[config.mk]
export PLATFORM = sky130hd
export DESIGN_NAME = game_flow_ctrl
export DESIGN_NICKNAME = d
export VERILOG_FILES = /design/src/rtl/game_flow_ctrl.sv
export SDC_FILE = /design/constraint.sdc
export NUM_CORES = 1
export LEC_CHECK = 0
export BUFFER_PORTS_ARGS = -buffer_cell sky130_fd_sc_hd__buf_2
export CAP_MARGIN = 20
export CORE_MARGIN = 5
export CORE_UTILIZATION = 48
export DETAILED_ROUTE_END_ITERATION = 7
export PLACE_DENSITY = 0.67
export RECOVER_POWER = 50
export SYNTH_ARGS = -nofsm -noshare
export SYNTH_HDL_FRONTEND = slang
export SYNTH_SLANG_ARGS = --single-unit
[constraint.sdc]
create_clock -name clk -period 4.1 [get_ports clk]
set_input_delay 0.205 -clock clk [delete_from_list [all_inputs] [get_ports clk]]
set_output_delay 0.205 -clock clk [all_outputs]
set_load 0.01 [all_outputs]
[src/rtl/game_flow_ctrl.sv]
// game_flow_ctrl: top-level game sequencer.
// Walks TITLE / STAFF / STAGE1..3 / SUCCESS1..3 / FAIL from button pulses
// and gameplay events. A private 1 s prescaler provides elapsed_s and tick_1s,
// which drive the per-stage time limit and the success-screen auto-advance.
// Optional feature macro: GAME_PAUSE_EN (pause toggle inside stages).
module game_flow_ctrl #(
  parameter int CLK_HZ         = 100000000,
  parameter int SUCCESS_HOLD_S = 3,
  parameter int STAGE_LIMIT_S  = 300
) (
  input  logic       clk,
  input  logic       rst_n,
  input  logic       btn_start,
  input  logic       btn_staff,
  input  logic       btn_back,
  input  logic       btn_pause,
  input  logic       stage_clear,
  input  logic       player_dead,
  output logic [3:0] state,
  output logic [1:0] stage_num,
  output logic [1:0] fail_cause,
  output logic       tick_1s,
  output logic [9:0] elapsed_s,
  output logic       paused
);

  typedef enum logic [3:0] {
    S_TITLE    = 4'd0,
    S_STAFF    = 4'd1,
    S_STAGE1   = 4'd2,
    S_SUCCESS1 = 4'd3,
    S_STAGE2   = 4'd4,
    S_SUCCESS2 = 4'd5,
    S_STAGE3   = 4'd6,
    S_SUCCESS3 = 4'd7,
    S_FAIL     = 4'd8
  } state_t;

  localparam int              PW        = (CLK_HZ > 1) ? $clog2(CLK_HZ) : 1;
  localparam logic [PW-1:0]   PRESC_MAX = PW'(CLK_HZ - 1);
  localparam logic [9:0]      HOLD_V    = 10'(SUCCESS_HOLD_S);
  localparam logic [9:0]      LIMIT_V   = 10'(STAGE_LIMIT_S);

  state_t        state_q, state_d;
  logic [1:0]    stage_num_q, stage_num_d;
  logic [1:0]    fail_cause_q, fail_cause_d;
  logic          tick_q, tick_d;
  logic [9:0]    elapsed_q, elapsed_d;
  logic [PW-1:0] presc_q, presc_d;
  logic          paused_q, paused_d;

  logic          wrap;
  logic [9:0]    elapsed_inc;

`ifndef GAME_PAUSE_EN
  logic unused_pause;
  assign unused_pause = btn_pause;
`endif

  // One-second boundary detection and the saturated next elapsed value
  always_comb begin
    wrap        = !paused_q && (presc_q == PRESC_MAX);
    elapsed_inc = (elapsed_q == 10'd1023) ? elapsed_q : elapsed_q + 10'd1;
  end

  // Next-state, stage bookkeeping and pause flag, first matching rule wins
  always_comb begin
    state_d      = state_q;
    stage_num_d  = stage_num_q;
    fail_cause_d = fail_cause_q;
    paused_d     = paused_q;
    case (state_q)
      S_TITLE: begin
        if (btn_start) begin
          state_d      = S_STAGE1;
          stage_num_d  = 2'd1;
          fail_cause_d = 2'd0;
        end else if (btn_staff) begin
          state_d = S_STAFF;
        end
      end
      S_STAFF: begin
        if (btn_back) state_d = S_TITLE;
      end
      S_STAGE1, S_STAGE2, S_STAGE3: begin
        if (paused_q) begin
          if (btn_back) begin
            state_d      = S_TITLE;
            stage_num_d  = 2'd0;
            fail_cause_d = 2'd0;
          end
        end else if (player_dead) begin
          state_d      = S_FAIL;
          fail_cause_d = 2'd1;
        end else if (stage_clear) begin
          state_d = state_t'(state_q + 4'd1);
        end else if (wrap && (elapsed_inc == LIMIT_V)) begin
          state_d      = S_FAIL;
          fail_cause_d = 2'd2;
        end
`ifdef GAME_PAUSE_EN
        if (btn_pause) paused_d = !paused_q;
`endif
      end
      S_SUCCESS1, S_SUCCESS2: begin
        if (btn_start || (wrap && (elapsed_inc == HOLD_V))) begin
          state_d     = state_t'(state_q + 4'd1);
          stage_num_d = stage_num_q + 2'd1;
        end
      end
      S_SUCCESS3: begin
        if (btn_start || btn_back) state_d = S_TITLE;
      end
      S_FAIL: begin
        if (btn_start) begin
          fail_cause_d = 2'd0;
          case (stage_num_q)
            2'd2:    state_d = S_STAGE2;
            2'd3:    state_d = S_STAGE3;
            default: begin
              state_d     = S_STAGE1;
              stage_num_d = 2'd1;
            end
          endcase
        end else if (btn_back) begin
          state_d      = S_TITLE;
          stage_num_d  = 2'd0;
          fail_cause_d = 2'd0;
        end
      end
      default: state_d = S_TITLE;
    endcase
    if (state_d != state_q) paused_d = 1'b0;
  end

  // Prescaler and elapsed-seconds counter, restarted by every state change
  always_comb begin
    presc_d   = presc_q;
    elapsed_d = elapsed_q;
    tick_d    = 1'b0;
    if (state_d != state_q) begin
      presc_d   = '0;
      elapsed_d = '0;
    end else if (!paused_q) begin
      if (wrap) begin
        presc_d   = '0;
        elapsed_d = elapsed_inc;
        tick_d    = 1'b1;
      end else begin
        presc_d = presc_q + PW'(1);
      end
    end
  end

  // State and counter registers with synchronous active-low reset
  always_ff @(posedge clk) begin
    if (!rst_n) begin
      state_q      <= S_TITLE;
      stage_num_q  <= 2'd0;
      fail_cause_q <= 2'd0;
      tick_q       <= 1'b0;
      elapsed_q    <= 10'd0;
      presc_q      <= '0;
      paused_q     <= 1'b0;
    end else begin
      state_q      <= state_d;
      stage_num_q  <= stage_num_d;
      fail_cause_q <= fail_cause_d;
      tick_q       <= tick_d;
      elapsed_q    <= elapsed_d;
      presc_q      <= presc_d;
      paused_q     <= paused_d;
    end
  end

  assign state      = state_q;
  assign stage_num  = stage_num_q;
  assign fail_cause = fail_cause_q;
  assign tick_1s    = tick_q;
  assign elapsed_s  = elapsed_q;
  assign paused     = paused_q;

endmodule

==> summary.txt <==
Clock network
  • CTS tree: done
  • Number of hold buffers added after cts: 0
  • Clock slew at the register clock pins of the worst setup and hold paths: 100 ps
  • Bufs on Longest Clock Path: 2
  • Number of levels in the clock H-tree: 2
  • Post CTS Setup Buffer Count: 0
  • Clock latency at the later pin of the worst-skew pair: 310 ps
  • Clock buffers created by TritonCTS: 5
  • Clock sink total: 46
  • Master cell of the clock root buffer: sky130_fd_sc_hd__clkbuf_8
  • Number of gates given a new drive strength after cts: 0

Cells and area
  • Post-layout nets: 415
  • Layout fillers: 637
  • Finished Core Util: 0.514
  • Post-Layout Cell Count: 478
  • Layout cell share with drive strength beyond 1: 0.0648
  • Antenna Cells: 0
  • Area added between synthesis and finish: 5.91%

Routing
  • Drt first pass iters: 5
  • Overall via count from detail_route: 2,894
  • Post-route antenna net violation count: 0
  • Total routed wirelength: 7320 um
  • Iter 0 DRT Violations: 227
  • Routed len/inst: 15.3 um
  • Vias/cell: 6.05
  • DRC violations left: 0

STA
  • Setup clock skew after layout: 8.69 ps
  • Transition time of the tightest slew-check pin: 789 ps
  • Post-route setup TNS: 0 ps
  • Hold Vio Cnt, Final: 0
  • Shortest clock period the worst path allows after layout: 3520 ps
  • Fin. max-slew vios: 0
  • Final period utilization: 0.858
  • Final-report setup violation count: 0
  • Worst relative slew slack: 0.474
  • Achievable frequency: 284 MHz
  • Unrepaired setup endpoints after global routing: no

Synthesis
  • Count of cell types in the netlist: 62
  • Cell count after synthesis: 388
  • Synth Register Bits: 46
  • Yosys synthesis warning count: 0
  • Synthesized net count: 403
  • Top FF cell, synth: sky130_fd_sc_hd__dfxtp_1
  • Number of enable flip-flop cells after synthesis: 0
  • Mapped Avg Cell Area: 7.86 sq um
  • Asr flop ratio synth: 0
  • Fraction of the yosys area taken by sequential cells: 0.302
  • Mapped cell area: 3050 sq um

Setup path
  • Worst reg2reg startpoint: elapsed_s[0]
  • Worst R2R Setup Slack: 580 ps
  • End of the worst register-to-register path: tick_1s
  • Worst setup endpoint: tick_1s
  • Crit-path max FO: 38
  • Critical path data required time: 4280 ps
  • WS Path Type: reg -> reg
  • Arrival time worst endpoint: 3700 ps
  • Start point of the critical path: elapsed_s[0]
  • Worst Reg2Reg Path Length in Cells: 10
  • CP startpoint kind: flop
  • Category of the worst setup path capture point: flop

Placement
  • Routability Congestion: 0.943
  • Placed Cells incl. Taps: 470
  • Quantity of I/O buffers inserted on ports: 25
  • DP Wirelength: 5010 um

Die
  • Die width: 89.7 um
  • Placeable Area: 6280 sq um
  • Top-Level Pins: 28
  • Starting density of the core: 0.486
  • FP Rows: 29
  • Die Span Y: 89.7 um
  • Area of the die: 8050 sq um

Status
  • Outcome: completed

Min path
  • Min-delay worst type: in -> reg

Global routing
  • Antenna violations before repair: 0
  • Sum of overflow across all layers after global routing: 0
  • Largest net degree at the start of global routing: 39
  • Vias in the first global route: 2,710
  • GR Util All Layers: 0.186
  • First-pass GRT wire length: 13,000 um

Power and ir drop
  • Peak supply drop: 0.182 mV
  • Power density over the cells: 304 nW/um^2
  • Static Leak: 0.00103 uW

Run
  • Max-cap violations: 0
-- where the power goes --
group / internal, uW / switching (uW) / total [uW]
logic: 67.0 / 140 / 207
clock network: 122 / 177 / 299
registers: 459 / 17.4 / 476
-- flip-flops by register name, indices dropped and copies added (netlist names) --
signal / cells
elapsed_s: 10
state: 4
presc_q: 27
stage_num: 2
fail_cause: 2
tick_1s: 1
-- worst max-delay path, cell delays in order, from the launching register on --
cell,delay [ps]
sky130_fd_sc_hd__dfxtp_1,490
sky130_fd_sc_hd__ha_1,350
sky130_fd_sc_hd__and4_1,330
sky130_fd_sc_hd__nand2_1,130
sky130_fd_sc_hd__a211oi_1,360
sky130_fd_sc_hd__and3_1,240
sky130_fd_sc_hd__a31oi_1,260
sky130_fd_sc_hd__or4_1,560
sky130_fd_sc_hd__o21ai_2,120
sky130_fd_sc_hd__buf_4,380
sky130_fd_sc_hd__nor3_1,160
-- cells in the final DEF, fill, tap and decap left out, drive strengths merged, types with 3 or more instances in the layout --
cell / Yosys / routed
nor3b: 3 / 3
and4: 5 / 5
nand4: 15 / 15
nand2b: 4 / 4
clkbuf: 14 / 24
and3: 8 / 8
o31ai: 3 / 3
nor3: 33 / 33
nand3b: 5 / 5
xnor2: 10 / 10
nor2: 24 / 24
nand2: 36 / 36
xor2: 17 / 17
inv: 5 / 6
buf: 10 / 10
ha: 7 / 7
nand3: 21 / 21
a21oi: 17 / 17
o211ai: 4 / 4
mux2i: 8 / 8
a211oi: 4 / 4
dfxtp: 46 / 46
nor2b: 6 / 6
or4: 3 / 3
a31oi: 4 / 4
a21boi: 3 / 3
o21ai: 20 / 20
or3: 3 / 3
nor4: 15 / 15
and2: 8 / 8
-- layout make-up --
cell class              instances  area (sq um)  area share
well taps                      77          96.3      0.0298
flip-flops and latches         46           921       0.285
clock buffers                   5          68.8      0.0213
repair buffers                 29           131      0.0407
multi-input cells             313          1970       0.610
clock inverters                 3          23.8     0.00736
inverters                       5          18.8     0.00581
-- through the flow --
step	hold slack, ps	setup WS, ps	cell area (sq um)	total power, uW
after floorplan	378	1170	3050	652
after global placement	434	771	3180	693
after detailed placement	453	751	3180	695
after CTS	196	728	3270	996
after global routing	217	271	3230	1040
final	209	581	3230	982
-- metal layers --
metal | part of all wire | vias to the layer above | GRT usage | wire length (um)
met3 | 0.051 | 10 | 0.0342 | 372
met2 | 0.46 | 75 | 0.288 | 3340
met5 | 0 | - | 0 | 0
li1 | - | 1457 | - | -
met4 | 0.015 | 0 | 0.0680 | 112
met1 | 0.48 | 1352 | 0.256 | 3490
-- cells by family (layout without fill, tap and decap cells) --
family                   after synthesis  in the layout  share of synthesized area
AO/OA/AOI/OAI                         73             73                      0.158
XOR/XNOR                              27             27                     0.0776
adder cells (fa/ha/maj)                7              7                     0.0287
buffers and inverters                 29             42                     0.0472
flip-flops                            46             46                      0.302
multiplexers                           9              9                     0.0300
other                                  1              1                    0.00123
AND/OR/NAND/NOR                      196            196                      0.355
-- how the worst min path moves through the flow --
stage	start	to	slack [ps]	cells past startpoint
floorplan	player_dead	fail_cause[0]	380	2
global placement	presc_q[0]	presc_q[0]	430	1
detailed placement	presc_q[0]	presc_q[0]	450	1
CTS	player_dead	fail_cause[0]	200	3
global route	player_dead	fail_cause[0]	220	3
finish	rst_n	state[0]	210	2
-- Yosys cell counts, types with 10 or more instances --
cell type | n | area [sq um]
sky130_fd_sc_hd__nand4_1 | 14 | 87.6
sky130_fd_sc_hd__xnor2_1 | 10 | 87.6
sky130_fd_sc_hd__o21ai_0 | 19 | 95.1
sky130_fd_sc_hd__nor2_1 | 24 | 90.1
sky130_fd_sc_hd__nor3_1 | 33 | 165
sky130_fd_sc_hd__nand3_1 | 21 | 105
sky130_fd_sc_hd__clkbuf_1 | 14 | 52.6
sky130_fd_sc_hd__xor2_1 | 17 | 149
sky130_fd_sc_hd__nand2_1 | 36 | 135
sky130_fd_sc_hd__a21oi_1 | 17 | 85.1
sky130_fd_sc_hd__dfxtp_1 | 46 | 921
sky130_fd_sc_hd__nor4_1 | 13 | 81.3
(Power assumes the default switching activity.)
